## src/rtl/ssd_scan_controller.sv

```systemverilog
// Four-digit multiplexed seven-segment scan controller with a handshaked shadow
// register, leading-zero blanking and registered active-low anode/segment outputs.
module ssd_scan_controller #(
   parameter int unsigned REFRESH_DIV   = 100000,
   parameter bit          BLANK_LEADING = 1'b1
) (
   input  logic        clk,
   input  logic        reset,
   input  logic [15:0] number,
   input  logic        load,
   output logic        load_ack,
   input  logic        enable,
   output logic [3:0]  Anode_Activate,
   output logic [6:0]  SSD_LED_out,
   output logic [1:0]  digit_sel,
   output logic        frame_done
);

   localparam int unsigned CntW = (REFRESH_DIV > 1) ? $clog2(REFRESH_DIV) : 1;
   localparam logic [CntW-1:0] CntMax = CntW'(REFRESH_DIV - 1);

   logic [CntW-1:0] cnt_q, cnt_d;
   logic [1:0]      idx_q, idx_d;
   logic [15:0]     shadow_q, shadow_d;
   logic            ack_q, ack_d;
   logic            frame_q, frame_d;
   logic [3:0]      an_q, an_d;
   logic [6:0]      seg_q, seg_d;

   logic            tick;
   logic            capture;
   logic            blank;
   logic [3:0]      nib;

   function automatic logic [6:0] seg_lut(input logic [3:0] val);
      logic [6:0] code;
      case (val)
         4'h0:    code = 7'b0000001;
         4'h1:    code = 7'b1001111;
         4'h2:    code = 7'b0010010;
         4'h3:    code = 7'b0000110;
         4'h4:    code = 7'b1001100;
         4'h5:    code = 7'b0100100;
         4'h6:    code = 7'b0100000;
         4'h7:    code = 7'b0001111;
         4'h8:    code = 7'b0000000;
         4'h9:    code = 7'b0000100;
         4'hA:    code = 7'b0001000;
         4'hB:    code = 7'b1100000;
         4'hC:    code = 7'b0110001;
         4'hD:    code = 7'b1000010;
         4'hE:    code = 7'b0110000;
         default: code = 7'b0111000;
      endcase
      return code;
   endfunction

   // Prescaler, digit index and shadow capture.
   always_comb begin
      tick     = enable && (cnt_q == CntMax);
      cnt_d    = cnt_q;
      idx_d    = idx_q;
      frame_d  = 1'b0;
      capture  = 1'b0;

      if (!enable) begin
         cnt_d = '0;
         idx_d = '0;
      end else if (tick) begin
         cnt_d = '0;
         idx_d = idx_q + 2'd1;
      end else begin
         cnt_d = cnt_q + CntW'(1);
      end

      frame_d = tick && (idx_q == 2'd3);

      // While disabled, the ack guard keeps load_ack a single-cycle pulse.
      if (enable) begin
         capture = tick && (idx_q == 2'd3) && load;
      end else begin
         capture = load && !ack_q;
      end

      shadow_d = capture ? number : shadow_q;
      ack_d    = capture;
   end

   // Output decode from the registered index and shadow value.
   always_comb begin
      nib   = shadow_q[{idx_q, 2'b00} +: 4];
      blank = 1'b0;
      if (BLANK_LEADING) begin
         case (idx_q)
            2'd1:    blank = (shadow_q[15:4] == 12'h000);
            2'd2:    blank = (shadow_q[15:8] == 8'h00);
            2'd3:    blank = (shadow_q[15:12] == 4'h0);
            default: blank = 1'b0;
         endcase
      end

      an_d  = 4'b1111;
      seg_d = 7'b1111111;
      if (enable && !blank) begin
         an_d  = ~(4'b0001 << idx_q);
         seg_d = seg_lut(nib);
      end
   end

   always_ff @(posedge clk or posedge reset) begin
      if (reset) begin
         cnt_q    <= '0;
         idx_q    <= '0;
         shadow_q <= '0;
         ack_q    <= 1'b0;
         frame_q  <= 1'b0;
         an_q     <= 4'b1111;
         seg_q    <= 7'b1111111;
      end else begin
         cnt_q    <= cnt_d;
         idx_q    <= idx_d;
         shadow_q <= shadow_d;
         ack_q    <= ack_d;
         frame_q  <= frame_d;
         an_q     <= an_d;
         seg_q    <= seg_d;
      end
   end

   assign load_ack       = ack_q;
   assign frame_done     = frame_q;
   assign digit_sel      = idx_q;
   assign Anode_Activate = an_q;
   assign SSD_LED_out    = seg_q;

endmodule

```

## config.mk

```make
export PLATFORM = sky130hd
export DESIGN_NAME = ssd_scan_controller
export DESIGN_NICKNAME = d
export VERILOG_FILES = /design/src/rtl/ssd_scan_controller.sv
export SDC_FILE = /design/constraint.sdc
export NUM_CORES = 1
export LEC_CHECK = 0
export CAP_MARGIN = 40
export CORE_UTILIZATION = 49
export DETAILED_ROUTE_END_ITERATION = 7
export HOLD_SLACK_MARGIN = 0.02
export PLACE_DENSITY = 0.87
export SETUP_SLACK_MARGIN = 0.02
export SYNTH_ARGS = -nofsm -noshare
export SYNTH_HDL_FRONTEND = slang
export SYNTH_SLANG_ARGS = --single-unit
export TNS_END_PERCENT = 50
```

## constraint.sdc

```tcl
create_clock -name clk -period 2 [get_ports clk]
set_input_delay 0.2 -clock clk [delete_from_list [all_inputs] [get_ports clk]]
set_output_delay 0.2 -clock clk [all_outputs]
set_load 0.02 [all_outputs]
```

==> impl_metrics.csv, run 1 <==
group,metric,value,unit
synthesis,syn-cell-area,0.00253,mm²
route,drtAntennaViolNets,0,
timing,finalHoldViolCount,0,
place,placedCellCount,326,
die,total_core_area,0.00485,mm²
timing,finalSetupViolCount,0,
clocking,cts.sink_count,48,
die,io-pin-count,35,
place,hpwl,3.70,mm
die,placementRows,25,
grt,antenna_found_initial,0,
worst_setup_path,crit_slowest_cell,"sky130_fd_sc_hd__mux4_2",
worst_setup_path,setup.worst_path.end_class,"flop",
worst_setup_path,rr_endpoint,"SSD_LED_out[5]",
route,drt_first_iter_violations,141,
synthesis,post_synth_edffs,0,
timing,final.setup_skew,8.51,ps
worst_setup_path,critical_path.max_fanout,6,
synthesis,synthesis.nets,247,
timing,setup_ws,37.5,ps
final_layout,insertedDiodeCount,0,
grt,global_route.usage.total,20.6,%
worst_setup_path,cp_slowest_stage_delay,590,ps
route,wl_per_cell,15.9,µm
die,initial_core_util,52.2,%
power_and_ir_drop,power_density,745,mW/mm²
clocking,tritoncts_clock_tree,"built",
timing,timing.slew.headroom,73.8,%
die,die_y,73.9,µm
clocking,cts.root.buffer_cell,"sky130_fd_sc_hd__clkbuf_8",
route,route.layer.met1.wl,2.41,mm
worst_setup_path,r2r_start,"digit_sel[0]",
power_and_ir_drop,total_power,2.41,mW
place,dp_slack,37.7,ps
timing,final.min_clock_period,1960,ps
die,floorplan.die_area,0.00545,mm²
synthesis,netlist.top_cell.by_area,"sky130_fd_sc_hd__dfrtp_1",
clocking,clkLatencyLatePin,300,ps
final_layout,layout.cells.non_filler,339,
final_layout,fraction_of_the_core_area_covered_by_cells_at_the_end_of_the_flow,66.7,%
synthesis,post-synth-top-area-fraction,36.6,%
synthesis,yosys_warnings,0,
synthesis,postSynthRegisterBits,48,
worst_setup_path,worst_setup_path_start_kind,"flop",
clocking,maximum_count_of_clock_buffers_along_a_single_path,2,
route,met2RoutedLength,2.58,mm
clocking,cts_buffers,5,
final_layout,layout.nets,303,
clocking,worst_setup_hold_path_clk_slew,90,ps
grt,grt_max_degree,21,
place,portBuffers,34,
worst_setup_path,critical_path_class,"flop to flop",
route,drt-total-wl,5.38,mm
worst_setup_path,arrival,2170,ps
timing,achievable-frequency,0.510,GHz
synthesis,post_synth_inst_count,215,
route,firstDrtPassIters,5,
route,highest-signal-layer,"met4",
synthesis,synth-async-reset-ratio,100,%
route,post_drt_via_cell_ratio,5.38,
route,detailroute.wirelength.met3,222,µm
timing,period_share,98.1,%
worst_setup_path,worst-endpoint-required,2200,ps
route,route.vias.total,1824,
timing,fin_worst_hold_slack,183,ps
worst_setup_path,ff_to_ff_path_depth,6,
route,remaining_drc_errors,0,
timing,unrepaired_setup_endpoints_after_global_routing,"yes",
grt,global_route.overflow_total,0,
job,reported_max_cap_violation_count,0,
final_layout,layout-area-overhead-vs-synth,27.9,%
grt,grt_pass1_vias,1670,
synthesis,yosysSeqAreaShare,48.0,%
timing,tightest_slew,388,ps
grt,wire_length_of_the_first_global_routing_pass,8.26,mm
die,chipWidth,73.9,µm
final_layout,drive_gt1_share,29.0,%
synthesis,postSynthAreaPerCell,11.8,µm²
outcome,outcome,"finished, final reports clean",
worst_setup_path,r2r_setup_slack,40,ps
power_and_ir_drop,vdd_ir_drop_max,0.417,mV
min_path,worst_min_delay_path_class,"primary input to async pin",
synthesis,post_synth_main_area_contributors,"sky130_fd_sc_hd__dfrtp_1, sky130_fd_sc_hd__dfstp_2, sky130_fd_sc_hd__ha_1, sky130_fd_sc_hd__mux2_4, sky130_fd_sc_hd__mux2_2",
place,gp_congestion,0.842,
timing,timing.final.max_slew_violations,0,
power_and_ir_drop,power_leakage,1.38,nW
synthesis,synth_cell_types,45,
clocking,ctsHtreeMaxLevel,2,
worst_setup_path,critical_path.cell_chain,"mux4_2, inv_2, ha_1, nor2_1, a211o_1, o311ai_0",
synthesis,ys.flop_type,"sky130_fd_sc_hd__dfrtp_1",
==> placed cells by master, fill, tap and decap left out, types with 5 or more instances in the layout <==
cell type                         instances
sky130_fd_sc_hd__xor2_1                   9
sky130_fd_sc_hd__nand4_1                  5
sky130_fd_sc_hd__nand2_1                 14
sky130_fd_sc_hd__mux2_2                   9
sky130_fd_sc_hd__a21oi_1                  5
sky130_fd_sc_hd__nor2_1                  25
sky130_fd_sc_hd__buf_4                   18
sky130_fd_sc_hd__mux2_4                   9
sky130_fd_sc_hd__mux2i_1                  8
sky130_fd_sc_hd__dfrtp_1                 35
sky130_fd_sc_hd__xnor2_1                  9
sky130_fd_sc_hd__clkdlybuf4s50_1         34
sky130_fd_sc_hd__dfstp_2                 11
sky130_fd_sc_hd__ha_1                    12
sky130_fd_sc_hd__nand3_1                 11
sky130_fd_sc_hd__clkbuf_8                 7
==> layout make-up <==
type | count | area, µm²
Fill cell | 346 | 1610
Inverter | 6 | 25.0
Timing Repair Buffer | 55 | 541
Clock buffer | 8 | 121
Multi-Input combinational cell | 155 | 1250
Tap cell | 67 | 83.8
Sequential cell | 48 | 1220
==> synthesized netlist by cell type, types with 5 or more instances <==
cell	n
sky130_fd_sc_hd__ha_1	12
sky130_fd_sc_hd__mux2_4	9
sky130_fd_sc_hd__nand2_1	14
sky130_fd_sc_hd__xnor2_1	9
sky130_fd_sc_hd__nor2_1	25
sky130_fd_sc_hd__inv_1	5
sky130_fd_sc_hd__a21oi_1	5
sky130_fd_sc_hd__mux2_2	9
sky130_fd_sc_hd__nand3_1	11
sky130_fd_sc_hd__mux2i_1	8
sky130_fd_sc_hd__dfrtp_1	37
sky130_fd_sc_hd__xor2_1	9
sky130_fd_sc_hd__dfstp_2	11
sky130_fd_sc_hd__nand4_1	5
==> worst max-delay path: cells and delay by family (launching register included) <==
family | cells | cell delay, ps
muxes | 1 | 590
DFF | 1 | 450
AOI/OAI and AO/OA | 2 | 270
adders and majority gates | 1 | 250
and+or+nand+nor | 1 | 170
buffers and inverters | 1 | 130
==> power breakdown <==
group	leakage, nW	switching, mW	internal [mW]
sequential	0.591	0.0710	1.08
clock	0.0627	0.310	0.391
combinational	0.726	0.263	0.297
==> timing repair <==
action,4_1_cts,5_1_grt
hold buffers,0,0
setup buffers,0,4
pin swaps,1,2
gates resized for setup,0,3
setup endpoints to repair,1,12
cloned,0,1
==> sequential cells by signal, summed over array words and instances (netlist names) <==
name            cells
frame_done          1
cnt_q              17
load_ack            1
SSD_LED_out         7
Anode_Activate      4
shadow_q           16
digit_sel           2
==> kinds of logic after synthesis <==
| group | synth area share, % |
|---|---|
| xor gates and xnor gates | 6.23 |
| buffers and inverters | 2.72 |
| AOI/OAI and AO/OA | 5.44 |
| DFF | 48.0 |
| adders and majority gates | 5.93 |
| and+or+nand+nor | 16.5 |
| muxes | 15.2 |
==> per-stage QoR <==
step	cell area [µm²]	setup TNS, ps
floorplan	2530	-1.70
global placement	3060	0
detailed placement	3060	0
CTS	3180	0
global route	3240	-43.2
finish	3240	0
==> worst max path at each step <==
stage                  from              to  slack [ps]  cells after the start
6_report       digit_sel[0]  SSD_LED_out[5]          40                      6
5_1_grt        digit_sel[0]  SSD_LED_out[5]         -20                      6
4_1_cts        digit_sel[0]  SSD_LED_out[5]          20                      6
3_5_place_dp   digit_sel[0]  SSD_LED_out[5]          40                      6
3_3_place_gp   digit_sel[0]  SSD_LED_out[5]         100                      5
2_1_floorplan  digit_sel[0]  SSD_LED_out[5]          -2                      7
==> routing by layer <==
metal	global-route usage (%)	vias up
met5	0	-
met4	7.69	0
met3	3.84	17
met2	31.5	67
met1	29.2	878
li1	-	862
Power figures use the tool's default switching activity.
==> run 2: changes to the inputs <==
--- a/config.mk
+++ b/config.mk
@@ -6,12 +6,13 @@
 export NUM_CORES = 1
 export LEC_CHECK = 0
 export CAP_MARGIN = 40
-export CORE_UTILIZATION = 49
+export CORE_UTILIZATION = 51
+export CTS_BUF_LIST = sky130_fd_sc_hd__clkbuf_2 sky130_fd_sc_hd__clkbuf_4 sky130_fd_sc_hd__clkbuf_8
 export DETAILED_ROUTE_END_ITERATION = 7
 export HOLD_SLACK_MARGIN = 0.02
-export PLACE_DENSITY = 0.87
+export PLACE_DENSITY = 0.78
 export SETUP_SLACK_MARGIN = 0.02
 export SYNTH_ARGS = -nofsm -noshare
 export SYNTH_HDL_FRONTEND = slang
 export SYNTH_SLANG_ARGS = --single-unit
-export TNS_END_PERCENT = 50
+export TNS_END_PERCENT = 10
==> run 2 against run 1 <==
Non-clock buffer count fell by 1. Register-to-register slack improved by 60 ps. Critical path depth did not move. Worst hold slack got worse by 40 ps. Cell area fell by 1.0%. Via count fell by 3.8%. Largest power group unchanged.
==> impl_metrics.csv, run 2 (synthesis gave the netlist of run 1 again) <==
group,metric,value,unit
power_and_ir_drop,power_leakage,1.36,nW
final_layout,final_cell_mix,"sky130_fd_sc_hd__dfrtp_1, sky130_fd_sc_hd__clkdlybuf4s50_1, sky130_fd_sc_hd__nor2_1",
route,wl_per_cell,14.0,µm
power_and_ir_drop,intPower,1.66,mW
timing,finalSetupViolCount,0,
clocking,cts_buffers,5,
final_layout,seqCellArea,0.00122,mm²
timing,final.setup_skew,6.22,ps
worst_setup_path,critical_path_class,"flop to flop",
route,remaining_drc_errors,0,
timing,tightest_slew,382,ps
timing,finalHoldViolCount,0,
die,die_y,72.4,µm
worst_setup_path,setup.worst_path.start,"digit_sel[0]",
final_layout,multi_input_comb_area,0.00125,mm²
min_path,worst_min_delay_path_class,"primary input to async pin",
grt,global_route.overflow_total,0,
clocking,tritoncts_clock_tree,"built",
final_layout,layout.nets,302,
worst_setup_path,critical_path.max_fanout,8,
route,firstDrtPassIters,4,
grt,grt_max_degree,25,
place,placedCellCount,327,
final_layout,largest_reg_flops,17,
timing,setup_ws,94.6,ps
clocking,ctsHtreeMaxLevel,2,
worst_setup_path,cp_slowest_stage_delay,620,ps
route,drt_first_iter_violations,91,
power_and_ir_drop,power_density,714,mW/mm²
final_layout,mostFrequentLayoutCell,"sky130_fd_sc_hd__dfrtp_1",
grt,grt_pass1_vias,1637,
grt,wire_length_of_the_first_global_routing_pass,8.00,mm
power_and_ir_drop,share_clk_of_total_power,26.1,%
die,chipWidth,72.4,µm
timing,final.min_clock_period,1910,ps
timing,fin_worst_hold_slack,143,ps
worst_setup_path,worst_setup_path_start_kind,"flop",
worst_setup_path,crit_slowest_cell,"sky130_fd_sc_hd__mux4_2",
timing,achievable-frequency,0.525,GHz
worst_setup_path,arrival,2100,ps
worst_setup_path,critical_path.cell_chain,"mux4_2, inv_4, ha_1, nor2_2, a211o_1, o311ai_1",
power_and_ir_drop,netSwitchingPower,0.623,mW
job,reported_max_cap_violation_count,0,
clocking,worst_setup_hold_path_clk_slew,80,ps
clocking,cts_hold_buf,0,
route,route.vias.total,1754,
clocking,clkLatencyLatePin,300,ps
final_layout,top_register,"cnt_q",
power_and_ir_drop,total_power,2.29,mW
clocking,maximum_count_of_clock_buffers_along_a_single_path,2,
timing,timing.slew.headroom,74.3,%
timing,timing.final.max_slew_violations,0,
power_and_ir_drop,seq_power_share,49.9,%
worst_setup_path,worst-endpoint-required,2200,ps
grt,global_route.usage.total,20.3,%
place,dp_slack,46.8,ps
die,io-pin-count,35,
final_layout,layout-area-overhead-vs-synth,26.6,%
final_layout,insertedDiodeCount,0,
die,floorplan.die_area,0.00525,mm²
place,gp_congestion,0.804,
power_and_ir_drop,vdd_ir_drop_max,0.397,mV
power_and_ir_drop,comb_power_share,24.0,%
timing,period_share,95.3,%
final_layout,layout.cells.non_filler,338,
clocking,cts.root.buffer_cell,"sky130_fd_sc_hd__clkbuf_8",
final_layout,drive_gt1_share,29.5,%
route,drtAntennaViolNets,0,
route,post_drt_via_cell_ratio,5.19,
power_and_ir_drop,sw_frac_of_total,27.2,%
clocking,cts.sink_count,48,
outcome,outcome,"finished, final reports clean",
grt,antenna_found_initial,0,
final_layout,fraction_of_the_core_area_covered_by_cells_at_the_end_of_the_flow,67.3,%
worst_setup_path,r2r_start,"digit_sel[0]",
final_layout,fillerInstances,378,
place,hpwl,3.42,mm
place,portBuffers,34,
worst_setup_path,setup.worst_path.end_class,"flop",
die,total_core_area,0.00475,mm²
route,drt-total-wl,4.75,mm
die,initial_core_util,53.2,%
die,placementRows,25,
timing,unrepaired_setup_endpoints_after_global_routing,"yes",
worst_setup_path,ff_to_ff_path_depth,6,
run 2: metrics by stage:
step | setup TNS [ps] | cell area [µm²]
after floorplan | -1.70 | 2530
after global placement | 0 | 3080
after detailed placement | 0 | 3080
after CTS | 0 | 3170
after global routing | -30.8 | 3200
final | 0 | 3200
run 2: worst paths after layout:
path / end / slack [ps]
max in group asynchronous: digit_sel[1] / 1370
min in group clk: shadow_q[10] / 510
hold / removal: cnt_q[6] / 140
hold reg to reg: shadow_q[1] / 530
setup / recovery: SSD_LED_out[5] / 90
setup reg to reg: SSD_LED_out[5] / 90
run 2: area by class of cell:
type	count	share of cell area (%)
sequential	48	38.0
inverter	6	0.860
clock buffer	8	2.85
multi-input combinational	155	39.2
timing repair buffer	54	16.5
tap	67	2.62
run 2: timing repair:
item,CTS,global route
buffers inserted,0,3
resized for setup,0,9
setup endpoints to repair,0,11
run 2: power by group through the flow:
stage / Combinational [mW] / Sequential [mW] / Clock (mW)
6_report: 0.548 / 1.14 / 0.596
5_1_grt: 0.596 / 1.15 / 0.651
4_1_cts: 0.531 / 1.14 / 0.602
3_5_place_dp: 0.530 / 1.16 / 0
3_3_place_gp: 0.522 / 1.16 / 0
2_1_floorplan: 0.306 / 1.18 / 0
run 2: layer usage:
metal,GRT usage [%],wire length (µm),vias to the layer above
met4,6.54,68,0
met3,4.31,195,6
met2,28.2,2110,40
met5,0,0,-
li1,-,-,860
met1,31.4,2380,848
run 2: worst max-delay path: cells and delay by family, from the launching register on:
kind            cells  cell delay, ps
buf+inv             1             110
simple gates        1             130
compound gates      2             220
mux                 1             620
fa+ha+maj           1             240
flops               1             480
==> edit 1: new RTL, flow settings as in run 1 <==
Put one more register stage on the output `SSD_LED_out`, with the module's reset. The value now appears one clock later. The other outputs are not delayed to match.
--- a/src/rtl/ssd_scan_controller.sv
+++ b/src/rtl/ssd_scan_controller.sv
@@ -133,3 +133,9 @@
    assign Anode_Activate = an_q;
-   assign SSD_LED_out    = seg_q;
+   always_ff @(posedge clk or posedge reset) begin
+      if (reset) begin
+         SSD_LED_out <= '0;
+      end else begin
+         SSD_LED_out <= seg_q;
+      end
+   end
 
Function: changed (Yosys sat finds a counterexample within 4 cycles, from zero or initial values and one cycle with reset high).
==> edit 1 against run 1 <==
Combinational power up 0.9%. Routed wire length is 2.0% higher. Utilization down 1.2 points. Area after synthesis increased by 6.6%. Via count grew 2.7%. Global-route usage down 1.1 points. Clock skew shrank 2.4 ps. Sequential cell count grew 7. Synthesized cell count grew 2.8%. Hold slack better by 9.7 ps. Worst setup slack better by 24 ps. Power rose by 9.5%. Final area is 5.5% higher. Highest routed layer unchanged.
==> edit 1: results (changes against run 1) <==
* Mapped Avg Cell Area at 12.2 um2 (was 11.8 um2)
* Total Routing Usage GR at 19.5% (was 20.6%)
* Initial DRC count at 174 (was 141)
* Synth cell types at 42 (was 45)
* Slowest CP cell: or4_4 (was mux4_2)
* Post-Synth XOR/XNOR Area at 5.85% (was 6.23%)
* Fraction of the yosys area taken by sequential cells at 51.6% (was 48.0%)
* Most instantiated cells after synthesis: 44 x dfrtp_1, 27 x nor2_1, 18 x nand2_1 (was 37 x dfrtp_1, 25 x nor2_1, 14 x nand2_1)
* Post-Synth Adder-Cell Area at 5.57% (was 5.93%)
* Setup Skew at 6.13 ps (was 8.51 ps)
* # fillers at 400 (was 346)
* Family with the most delay on the worst path: compound AO/OA/AOI/OAI gates (was multiplexers)
* Fmax at 516 MHz (was 510 MHz)
* Status: finished, final reports clean (unchanged)
* Area contributors post-synth: dfrtp_1 41%, dfstp_2 11%, ha_1 5.6%, mux2_4 5.0%, mux2_2 3.8% (was dfrtp_1 37%, dfstp_2 11%, ha_1 5.9%, mux2_4 5.3%, mux2_2 4.0%)
* Post-DP HPWL at 3860 um (was 3700 um)
* Hold Slack at 193 ps (was 183 ps)
* R2R cell count at 5 (was 6)
* Non-filler cells, final at 347 (was 339)
* Reg2reg end: seg_q[5] (was SSD_LED_out[5])
* Mux contribution to synthesized area at 14.2% (was 15.2%)
* Worst path arrival time at 2130 ps (was 2170 ps)
* Gpl congestion at 0.869 (was 0.842)
* Syn Nets at 253 (was 247)
* Setup slack at placement at 13.6 ps (was 37.7 ps)
* Worst slew pin tran at 391 ps (was 388 ps)
* Resize count post-CTS at 2 (was 0)
* Post-layout nets at 308 (was 303)
* Placed cell count at 334 (was 326)
* Vias in the first global route at 1855 (was 1670)
* Max VDD drop at 0.460 mV (was 0.417 mV)
* Routed WL at 5490 um (was 5380 um)
* Via density at 5.40 (was 5.38)
* Global-route wire length before repair at 8980 um (was 8260 um)
* Post-synthesis compound-gate area fraction at 5.10% (was 5.44%)
* Clk_lat worst skew at about 310 ps
* DP Area at 0.00323 mm2 (was 0.00306 mm2)
* Largest net degree at the start of global routing at 38 (was 21)
* Max stage delay on crit path at 490 ps (was 590 ps)
* Total iterations of the first detailed-routing run at 4 (was 5)
-- edit 1: where the power goes --
group / total [mW] / switching, mW / internal [mW]
sequential: 1.33 / 0.0782 / 1.25
clock: 0.750 / 0.352 / 0.398
combinational: 0.565 / 0.266 / 0.299
-- edit 1: logic make-up after synthesis --
logic type,after synthesis
AO/OA/AOI/OAI,19
XOR/XNOR,18
adder cells (fa/ha/maj),12
buffers and inverters,12
flip-flops,55
multiplexers,29
AND/OR/NAND/NOR,76
-- edit 1: layer usage --
layer	global-route usage, %	vias up	routed length, um
met1	25.9	915	2460
li1	-	876	-
met3	3.71	14	251
met2	32.4	68	2670
met5	0	-	0
met4	6.54	0	102
-- edit 1: area by class of cell --
cell class,count,area [um2],share of cell area (%)
sequential,55,1390,40.8
multi-input combinational,155,1260,37.1
timing repair buffer,54,515,15.1
clock buffer,7,119,3.48
tap,70,87.6,2.57
inverter,5,25.0,0.733
clock inverter,1,7.51,0.220
==> edit 2: new RTL, settings of run 1 <==
Without the edit above. Change the parameter `BLANK_LEADING` from 1'b1 to 1'b0.
--- a/src/rtl/ssd_scan_controller.sv
+++ b/src/rtl/ssd_scan_controller.sv
@@ -4,3 +4,3 @@
    parameter int unsigned REFRESH_DIV   = 100000,
-   parameter bit          BLANK_LEADING = 1'b1
+   parameter bit          BLANK_LEADING = 1'b0
 ) (
Behaviour: no difference found for any inputs over 10 cycles, from zero or initial values and one cycle with reset high; that may be too few to reach the edited logic, so the function may still have changed.
==> edit 2 against run 1 <==
Routed wire length rose by 18%. Sequential cell count did not move. Count of clock-buffer cells in the layout fell by 3. Final area rose by 5.3%. Area after synthesis rose by 14%. Sequential share of layout area fell by 1.9 points. Clock power rose by 0.7%. Critical path type unchanged. Utilization fell by 6.0 points. Critical path depth fell by 1. Sequential power fell by 8%. Worst setup slack improved by 78 ps. Critical endpoint is now SSD_LED_out[3]. Largest power group unchanged. Power fell by 12%. Via count rose by 36%.
==> edit 2: results (changes against run 1) <==
* Clk cell area share at 3.27% (was 3.75%)
* Max VDD drop at 0.347 mV (was 0.417 mV)
* Period minus WS final at 1880 ps (was 1960 ps)
* Area contributors post-synth: dfrtp_1 32%, dfstp_2 10%, o211ai_1 5.2%, nand3_1 4.8%, ha_1 4.8% (was dfrtp_1 37%, dfstp_2 11%, ha_1 5.9%, mux2_4 5.3%, mux2_2 4.0%)
* Post-Synth XOR/XNOR Area at 3.94% (was 6.23%)
* Status: finished, final reports clean (unchanged)
* Largest net degree at the start of global routing at 49 (was 21)
* Most instantiated cells after synthesis: 37 x dfrtp_1, 32 x nand2_1, 28 x nand3_1 (was 37 x dfrtp_1, 25 x nor2_1, 14 x nand2_1)
* Share of layout cells above drive strength 1 at 11.7% (was 29.0%)
* R2r setup slk at 120 ps (was 40 ps)
* Setup slack at placement at 21.2 ps (was 37.7 ps)
* Sequential share of power at 49.8% (was 47.7%)
* Mux contribution to synthesized area at 4.50% (was 15.2%)
* Crit path to: SSD_LED_out[3] (was SSD_LED_out[5])
* Post-Synth Adder-Cell Area at 4.76% (was 5.93%)
* Max stage delay on crit path at roughly 600 ps
* Setup Skew at 8.85 ps (was 8.51 ps)
* #MultiIn Comb at 220 (was 155)
* Leakage power at 1.41 nW (was 1.38 nW)
* Sw Pwr at 0.561 mW (was 0.644 mW)
* Fraction of the yosys area taken by sequential cells at 42.0% (was 48.0%)
* Clock group at 0.706 mW (was 0.701 mW)
* Post-layout nets at 371 (was 303)
* Resize count post-CTS at 1 (was 0)
* Non-clock buffer share at 12.7% (was 16.7%)
* Reg2reg end: SSD_LED_out[3] (was SSD_LED_out[5])
* Relative slew slack at 59.9% (was 73.8%)
* Post-synthesis compound-gate area fraction at 15.0% (was 5.44%)
* Worst path arrival time at 2130 ps (was 2170 ps)
* Total Routing Usage GR at 21.2% (was 20.6%)
* Global-route wire length before repair at 10500 um (was 8260 um)
* Inverter count at 22 (was 6)
* Via density at 6.01 (was 5.38)
* Initial DRC count at 181 (was 141)
* Synth cell types at 40 (was 45)
* Gpl congestion at 0.831 (was 0.842)
* Total iterations of the first detailed-routing run at 4 (was 5)
* Non-CTS buffers at 43 (was 55)
* Routed len/inst at 15.4 um (was 15.9 um)
edit 2: stage by stage:
step | util, % | cell area [um2] | power (mW) | hold slack [ps] | instances
after detailed placement | 58.5 | 3280 | 1.44 | 492 | 405
after global placement | 58.5 | 3280 | 1.42 | 468 | 405
after global routing | 60.8 | 3410 | 2.21 | 265 | 413
after CTS | 60.5 | 3390 | 2.13 | 251 | 413
after floorplan | - | 2890 | 1.31 | 448 | 313
final | 60.8 | 3410 | 2.13 | 243 | 413
edit 2: routing by layer:
layer  wire length [um]  global-route usage (%)  share of wire, %
met1               2830                    28.2                44
met3                307                    3.56               4.8
met4                 61                    6.73              0.96
met2               3180                    35.4                50
met5                  0                       0                 0
edit 2: worst max-delay path, delay by kind of cell, from the launching register on:
kind	cells	cell delay, ps
compound gates	2	360
fa+ha+maj	1	270
buf+inv	1	170
flops	1	430
mux	1	600
